File: src/rtl/ruler_search_sequencer.sv
// ruler_search_sequencer
//   Drives the mark_counter chain of a Golomb ruler search. It holds the single
//   'enabled' token, issues one counter step every two cycles, reads back the level
//   the active counter hands the token to, captures every complete ruler, tightens
//   'limit' so only strictly shorter rulers are accepted, and reports completion
//   once the token falls back to level 0.
//
//   State table
//     state   | meaning
//     IDLE    | waiting for start after reset
//     INIT    | counters reset, level 1 primed as nextEnabled
//     SETTLE  | waiting for every counter to report ready
//     STEP    | token level drives 'enabled' for exactly one cycle
//     COLLECT | reading the registered nextEnabled of the stepped counter
//     CAPTURE | a full ruler is present on marks_in; record it, shrink limit
//     DONE    | search finished (aborted tells exhausted budget/protocol error)
//
//   Ports
//     clock, reset          rising-edge clock, synchronous active-high reset
//     start, pause          search launch pulse; pause holds in COLLECT
//     max_length            initial limit, sampled with start
//     ctr_next_enabled      nextEnabled of the currently enabled counter
//     ctr_ready             all counters ready
//     marks_in              current positions {m0..mN}, m0 in the MSBs
//     ctr_reset, enabled    counter reset strobe and token level (7'h7F = none)
//     limit                 current length bound for all counters
//     busy, found, done     status; found pulses on each captured ruler
//     best_marks/length     last captured ruler and its last mark (0 = none)
//     aborted, step_count   abort flag in DONE and number of steps issued
module ruler_search_sequencer #(
  parameter int NUMPOSITIONS = 5,
  parameter int MAXVALUE     = 500,
  parameter int MAXSTEPS     = 2**24
) (
  input  logic                          clock,
  input  logic                          reset,
  input  logic                          start,
  input  logic                          pause,
  input  logic [8:0]                    max_length,
  input  logic [6:0]                    ctr_next_enabled,
  input  logic                          ctr_ready,
  input  logic [(NUMPOSITIONS+1)*9-1:0] marks_in,
  output logic                          ctr_reset,
  output logic [6:0]                    enabled,
  output logic [8:0]                    limit,
  output logic                          busy,
  output logic                          found,
  output logic [(NUMPOSITIONS+1)*9-1:0] best_marks,
  output logic [8:0]                    best_length,
  output logic                          done,
  output logic                          aborted,
  output logic [23:0]                   step_count
);

  localparam int MW = (NUMPOSITIONS+1)*9;

  localparam logic [2:0] S_IDLE    = 3'd0;
  localparam logic [2:0] S_INIT    = 3'd1;
  localparam logic [2:0] S_SETTLE  = 3'd2;
  localparam logic [2:0] S_STEP    = 3'd3;
  localparam logic [2:0] S_COLLECT = 3'd4;
  localparam logic [2:0] S_CAPTURE = 3'd5;
  localparam logic [2:0] S_DONE    = 3'd6;

  localparam logic [6:0]  NO_LVL   = 7'h7F;
  localparam logic [6:0]  LAST_LVL = 7'(NUMPOSITIONS);
  localparam logic [6:0]  FULL_LVL = 7'(NUMPOSITIONS + 1);
  // Shortest possible ruler: marks 0,1,3,6,... cannot beat the triangular number.
  localparam logic [8:0]  MIN_LEN  = 9'(NUMPOSITIONS*(NUMPOSITIONS+1)/2);
  localparam logic [8:0]  MAX_LIM  = 9'(MAXVALUE);
  localparam logic [24:0] STEP_MAX = 25'(MAXSTEPS);

  logic [2:0]    state_q, state_d;
  logic [6:0]    token_q, token_d;
  logic [8:0]    limit_q, limit_d;
  logic [MW-1:0] best_marks_q, best_marks_d;
  logic [8:0]    best_length_q, best_length_d;
  logic          aborted_q, aborted_d;
  logic [24:0]   steps_q, steps_d;

  logic [8:0]    last_mark;
  logic          budget_spent;

  assign last_mark    = marks_in[8:0];
  assign budget_spent = (steps_q == STEP_MAX);

  always_comb begin
    state_d       = state_q;
    token_d       = token_q;
    limit_d       = limit_q;
    best_marks_d  = best_marks_q;
    best_length_d = best_length_q;
    aborted_d     = aborted_q;
    steps_d       = steps_q;
    case (state_q)
      S_IDLE, S_DONE: begin
        if (start) begin
          limit_d       = (max_length > MAX_LIM) ? MAX_LIM : max_length;
          steps_d       = '0;
          best_length_d = '0;
          aborted_d     = 1'b0;
          token_d       = 7'd1;
          // Too short to hold any ruler: finish immediately with nothing found.
          state_d       = (max_length < MIN_LEN) ? S_DONE : S_INIT;
        end
      end
      S_INIT: state_d = S_SETTLE;
      S_SETTLE: begin
        if (ctr_ready) begin
          token_d = 7'd1;
          state_d = S_STEP;
        end
      end
      S_STEP: begin
        steps_d = budget_spent ? steps_q : steps_q + 25'd1;
        state_d = S_COLLECT;
      end
      S_COLLECT: begin
        if (ctr_next_enabled == 7'd0) begin
          state_d = S_DONE;
        end else if (ctr_next_enabled == FULL_LVL) begin
          state_d = S_CAPTURE;
        end else if (ctr_next_enabled == NO_LVL) begin
          // No level reported yet; keep waiting on the counter.
          state_d = S_COLLECT;
        end else if (ctr_next_enabled > FULL_LVL) begin
          aborted_d = 1'b1;
          state_d   = S_DONE;
        end else begin
          token_d = ctr_next_enabled;
          if (budget_spent) begin
            aborted_d = 1'b1;
            state_d   = S_DONE;
          end else if (!pause) begin
            state_d = S_STEP;
          end
        end
      end
      S_CAPTURE: begin
        best_marks_d  = marks_in;
        best_length_d = last_mark;
        // last_mark >= MIN_LEN > 0 here, so the decrement cannot wrap.
        limit_d       = last_mark - 9'd1;
        token_d       = LAST_LVL;
        state_d       = (last_mark <= MIN_LEN) ? S_DONE : S_STEP;
      end
      default: state_d = S_IDLE;
    endcase
  end

  always_ff @(posedge clock) begin
    if (reset) begin
      state_q       <= S_IDLE;
      token_q       <= 7'd1;
      limit_q       <= '0;
      best_marks_q  <= '0;
      best_length_q <= '0;
      aborted_q     <= 1'b0;
      steps_q       <= '0;
    end else begin
      state_q       <= state_d;
      token_q       <= token_d;
      limit_q       <= limit_d;
      best_marks_q  <= best_marks_d;
      best_length_q <= best_length_d;
      aborted_q     <= aborted_d;
      steps_q       <= steps_d;
    end
  end

  always_comb begin
    enabled = NO_LVL;
    if (state_q == S_INIT)      enabled = 7'd1;
    else if (state_q == S_STEP) enabled = token_q;
  end

  assign ctr_reset   = (state_q == S_INIT);
  assign busy        = (state_q == S_INIT) || (state_q == S_SETTLE) || (state_q == S_STEP) ||
                       (state_q == S_COLLECT) || (state_q == S_CAPTURE);
  assign found       = (state_q == S_CAPTURE);
  assign done        = (state_q == S_DONE);
  assign limit       = limit_q;
  assign best_marks  = best_marks_q;
  assign best_length = best_length_q;
  assign aborted     = aborted_q;
  // A full 2**24 budget does not fit the 24-bit port; show it as all ones.
  assign step_count  = steps_q[24] ? 24'hFF_FFFF : steps_q[23:0];

endmodule

File: config.mk
export PLATFORM = sky130hd
export DESIGN_NAME = ruler_search_sequencer
export DESIGN_NICKNAME = d
export VERILOG_FILES = /design/src/rtl/ruler_search_sequencer.sv
export SDC_FILE = /design/constraint.sdc
export NUM_CORES = 1
export LEC_CHECK = 0
export ABC_CLOCK_PERIOD_IN_PS = 2100
export BUFFER_PORTS_ARGS = -buffer_cell sky130_fd_sc_hd__buf_4
export CAP_MARGIN = 20
export CORE_ASPECT_RATIO = 1.5
export CORE_MARGIN = 3
export CORE_UTILIZATION = 35
export CTS_CLUSTER_DIAMETER = 200
export DETAILED_ROUTE_END_ITERATION = 10
export GPL_TIMING_DRIVEN = 0
export PLACE_DENSITY = 0.64
export RECOVER_POWER = 100
export SYNTH_ARGS = -nofsm -noshare
export SYNTH_HDL_FRONTEND = slang
export SYNTH_SLANG_ARGS = --single-unit
File: constraint.sdc
create_clock -name clock -period 2.1 [get_ports clock]
set_input_delay 0.21 -clock clock [delete_from_list [all_inputs] [get_ports clock]]
set_output_delay 0.21 -clock clock [all_outputs]
set_load 0.05 [all_outputs]
Word level (Yosys, flattened, before mapping):

Cells that the tools add are included.
W data, S select, Z words.

* eq/ne operators: 18
* multiplexer cells: 36
* divide/modulo/power cells: 0
* magnitude comparators: 4
* bitwise logic cells: 0
* add/subtract/negate cells: 2
* multiply operators: 0
* reductions and logical operators: 16
* shift operators: 0

Operator list (count)
* $mux W7: 8
* $mux W25: 2
* $pmux W25 S2: 1
* $pmux W9 S2: 2
* $mux W3: 10
* $pmux W7 S4: 1
* $mux W9: 3
* $add A25 B1 Y25 const B: 1
* $eq A25 B25 Y1 const B: 1
* $mux W24: 1
* $pmux W3 S6: 1
* $ne A2 B2 Y1 const B: 7
* $eq A3 B3 Y1 const B: 3
* $gt A9 B9 Y1 const B: 1
* $le A9 B4 Y1 const B: 1
* $lt A9 B4 Y1 const B: 1
* $sub A9 B1 Y9 const B: 1
* $eq A7 B3 Y1 const B: 1
* $eq A7 B7 Y1 const B: 1
* $gt A7 B3 Y1 const B: 1
* $logic_not A7 Y1: 1
* $ne A7 B7 Y1 const B: 1
* $reduce_and A7 Y1: 1
* $eq A3 B2 Y1 const B: 2
* other kinds (12): 23

* RAM bits: 0
* bits of input ports: 75
* flip-flop bits (word level): 108
* bits in latches: 0
* output and inout bits: 108
* word-level logic and storage cells: 83
* memories kept: 0
* memory bits (read-only): 0

Depth between registers and ports, before layout:

* depth after elaboration: 7
* gate-level depth with buffers: 8
* depth with buffers taken out: 7

Worst setup path before layout:

Ideal clock, no wire load.

* path type: flip-flop to output port
* start: register state_q[1]
* end: output port enabled[1]
* setup slack: 68 ps
* arrival: 1822 ps
* cell stages (with the launch flop): 7
* buffers on the path: 2
* path through: dfxtp_1 > buf_6 > clkbuf_1 > inv_1 > nand3b_1 > inv_1 > nor2_1

* elaborated cells on any way between the ends: 4
* those cells by class: 2 x eq/ne; 2 x mux

RTL lines
* start: declaration: line 73 `logic [2:0] state_q, state_d;`
* start signal: assignment: line 161 `state_q <= state_d;`
* $eq A3 B1 Y1
* via ctr_reset: line 43 `output logic ctr_reset,`
* $mux W7: line 173 `if (state_q == S_INIT) enabled = 7'd1;`
* end: declaration: line 44 `output logic [6:0] enabled,`

The timed path passes the listed nets, and every way through them passes these cells.

Final worst setup path:

* start: register state_q[1]
* end: register steps_q[9]

* cells in the longest elaborated chain, start to end: 4
* elaborated cells on any way between the ends: 9
* those cells by class: 4 x eq/ne; 1 x mux; 4 x reduce/logical

Ends and longest elaborated chain
* $eq A3 B3 Y1 / $logic_not A3 Y1 (equally long branches): line 95 `case (state_q)`
* $reduce_or A2 Y1: line 95
* $ne A2 B2 Y1 (no line) / $reduce_bool A2 Y1 (equally long branches)
* $reduce_and A3 Y1 (no line)
* end signal: assignment: line 167 `steps_q <= steps_d;`
* end: declaration: line 79 `logic [24:0] steps_q, steps_d;`

Several ways; a longest one is shown, not always the timed one.
A chain may end at the register's enable or synchronous reset.

==> run metrics <==
status complete, no violations; routability cong. 0.874; top cells by area, synth dfxtp_1 (43%), nand2_1 (11%), a21oi_1 (9.0%), or2_2 (3.9%), nor2_1 (2.9%); Startpoint Class flop; reg2reg setup slack 60 ps; I/O pins 183; antenna violations before repair 0; Die Y 152 um; Clock Path Buffers 2; Yosys cell types 53; IO Port Bufs 181; Detailed Route WL 16.5 mm; critical path required time 2370 ps; CP Class reg -> reg; H-tree Lvls 3; routed via count 5370; Site Rows 52; HP Start marks_in[44]; Die X 103 um; Final period util 0.972; Global Route Usage Sum 0.205; fin area 0.00667 mm2; Final setup viols 0; DR WL met3 1.32 mm; WL met2 8.71 mm; routed len/inst 16.0 um; Final ANT Viol Nets 0; most common cell in the netlist nand2_1; Mapped Nets 718; RSZ-0062 raised after global routing true; CTS clk-pin slew, worst paths 80 ps; starting density of the core 0.362; area growth from synthesis to layout 34.0%; ys flop type dfxtp_1; Synth top area share 0.435; Core Region 0.0137 mm2; register area share after synthesis 0.435; Post-synth EDFFs 0; Clock Tree Root clkbuf_16; slew margin rel. 0.535; Max VDD drop 0.000569 V; setup TNS 0 ps; multi-input logic area 0.00268 mm2; average size of a mapped cell 7.79 um2; Final Non-Filler Cells 1030; Max-cap violations 0; CP arrival 2310 ps; Cell Pwr Density 1020 mW/mm2; DRT Pass-1 Iters 5; Clock Skews 8.65 ps; CTS Buf Count 9; final hold vios 0; TritonCTS Sinks 108; max-slew violations 0; worst r2r src state_q[1]; layout cells sized above 1 0.214; DP HPWL 12.8 mm; cell area after synthesis 0.00497 mm2; fin nets 915; Hold Path Depth 3; Setup crit start state_q[1]; largest net degree at the start of global routing 20; Pleak 0.00254 uW; CTS tree done; number of global-route vias before repair 5296; Post-Route M1 WL 6.00 mm; Max Clk Rate 490 MHz; Reg2Reg Depth 7; shortest period the worst path allows 2040 ps; # fillers 1466; YS warnings 0; die area 0.0157 mm2; Placed Cells 1009; #FFs+latches synth 108; Via-to-Cell Ratio 5.21; synth cell count leaders nand2_1 (148), dfxtp_1 (108), a21oi_1 (89), nor2_1 (38), or2_2 (31); Max FO, Critical Path 7; Top Metal Used met4; worst slew pin tran 698 ps; first-pass GRT wire length 25.8 mm; HP Class in -> reg; Post-Syn Instances 639; Placed Area 0.00657 mm2; ant diodes 0; Remaining Overflow, GRT 0; Async SR Flop Fraction 0; final core utilization 0.486; clk_lat worst skew 340 ps; CP Capture Type flop; DRC violations left 0; DR iter-0 viols 219; Sequential Area 0.00217 mm2; Synth area leader dfxtp_1
state kept, by name, indices dropped and copies added, names as in the netlist:
name and count:
limit 9, steps_q 25, best_marks 54, state_q 3, token_q 7, aborted 1
best_length 9
where the power goes:
part	leakage (uW)	internal, uW	switching, uW
clock network	0.000141	830	811
logic	0.00152	786	2000
registers	0.000875	2240	128
placed cells by master (no fill, tap or decap), types with 5 or more instances in the layout:
cell,count
a211oi_1,5
a21oi_1,89
a311oi_1,7
and3_1,10
buf_2,6
buf_4,88
clkbuf_1,113
clkbuf_16,9
clkbuf_2,11
dfxtp_1,104
inv_1,13
nand2_1,147
nand3_1,15
nand4_1,7
nor2_1,38
nor3_1,5
o21ai_0,15
o31ai_1,9
or2_2,31
or3_1,12
or4_1,9
xor2_1,9
cell type report:
type / count / area share
clock inverters: 6 / 0.00845
multi-input cells: 479 / 0.402
flip-flops and latches: 108 / 0.325
inverters: 14 / 0.00788
clock buffers: 10 / 0.0344
well taps: 189 / 0.0355
plain buffers: 35 / 0.0257
repair buffers: 189 / 0.161
through the flow:
step                setup slack (ps)  total power (uW)  hold slack (ps)
finish                          59.4              6790              104
global route                   -76.6              7130             98.3
CTS                            -4.66              6960             96.3
detailed placement              -270              5270              448
global placement                -261              5230              443
floorplan                       68.5              4340              346
repair_timing:
action / CTS / global route
setup endpoints to repair: 83 / 73
setup buffers: 4 / 2
pin swaps: 2 / 5
gates resized for setup: 8 / 32
hold buffers: 0 / 0
gates cloned: 0 / 2
critical path, cell delays in order (launching register included):
cell,delay [ps]
dfxtp_1,310
buf_6,130
or3b_4,410
o221ai_4,210
o211ai_2,220
buf_6,190
or3_1,350
a21oi_1,160
per-layer routing:
metal,track usage,vias up
li1,-,2626
met1,0.215,2520
met2,0.366,184
met3,0.0706,40
met4,0.0722,0
met5,0,-
kinds of logic (layout without fill, tap and decap cells):
kind of cell / after synthesis / after routing / share of synthesized area
flops: 108 / 108 / 0.435
compound gates: 159 / 159 / 0.199
xor+xnor: 13 / 13 / 0.0229
simple gates: 302 / 302 / 0.289
buf+inv: 52 / 254 / 0.0428
fa+ha+maj: 5 / 5 / 0.0121
path summary, 6_finish.rpt:
check / end
max: steps_q[9]
min: best_marks[44]
max reg2reg: steps_q[9]
min reg2reg: best_marks[41]
Power figures use the tool's default switching activity.
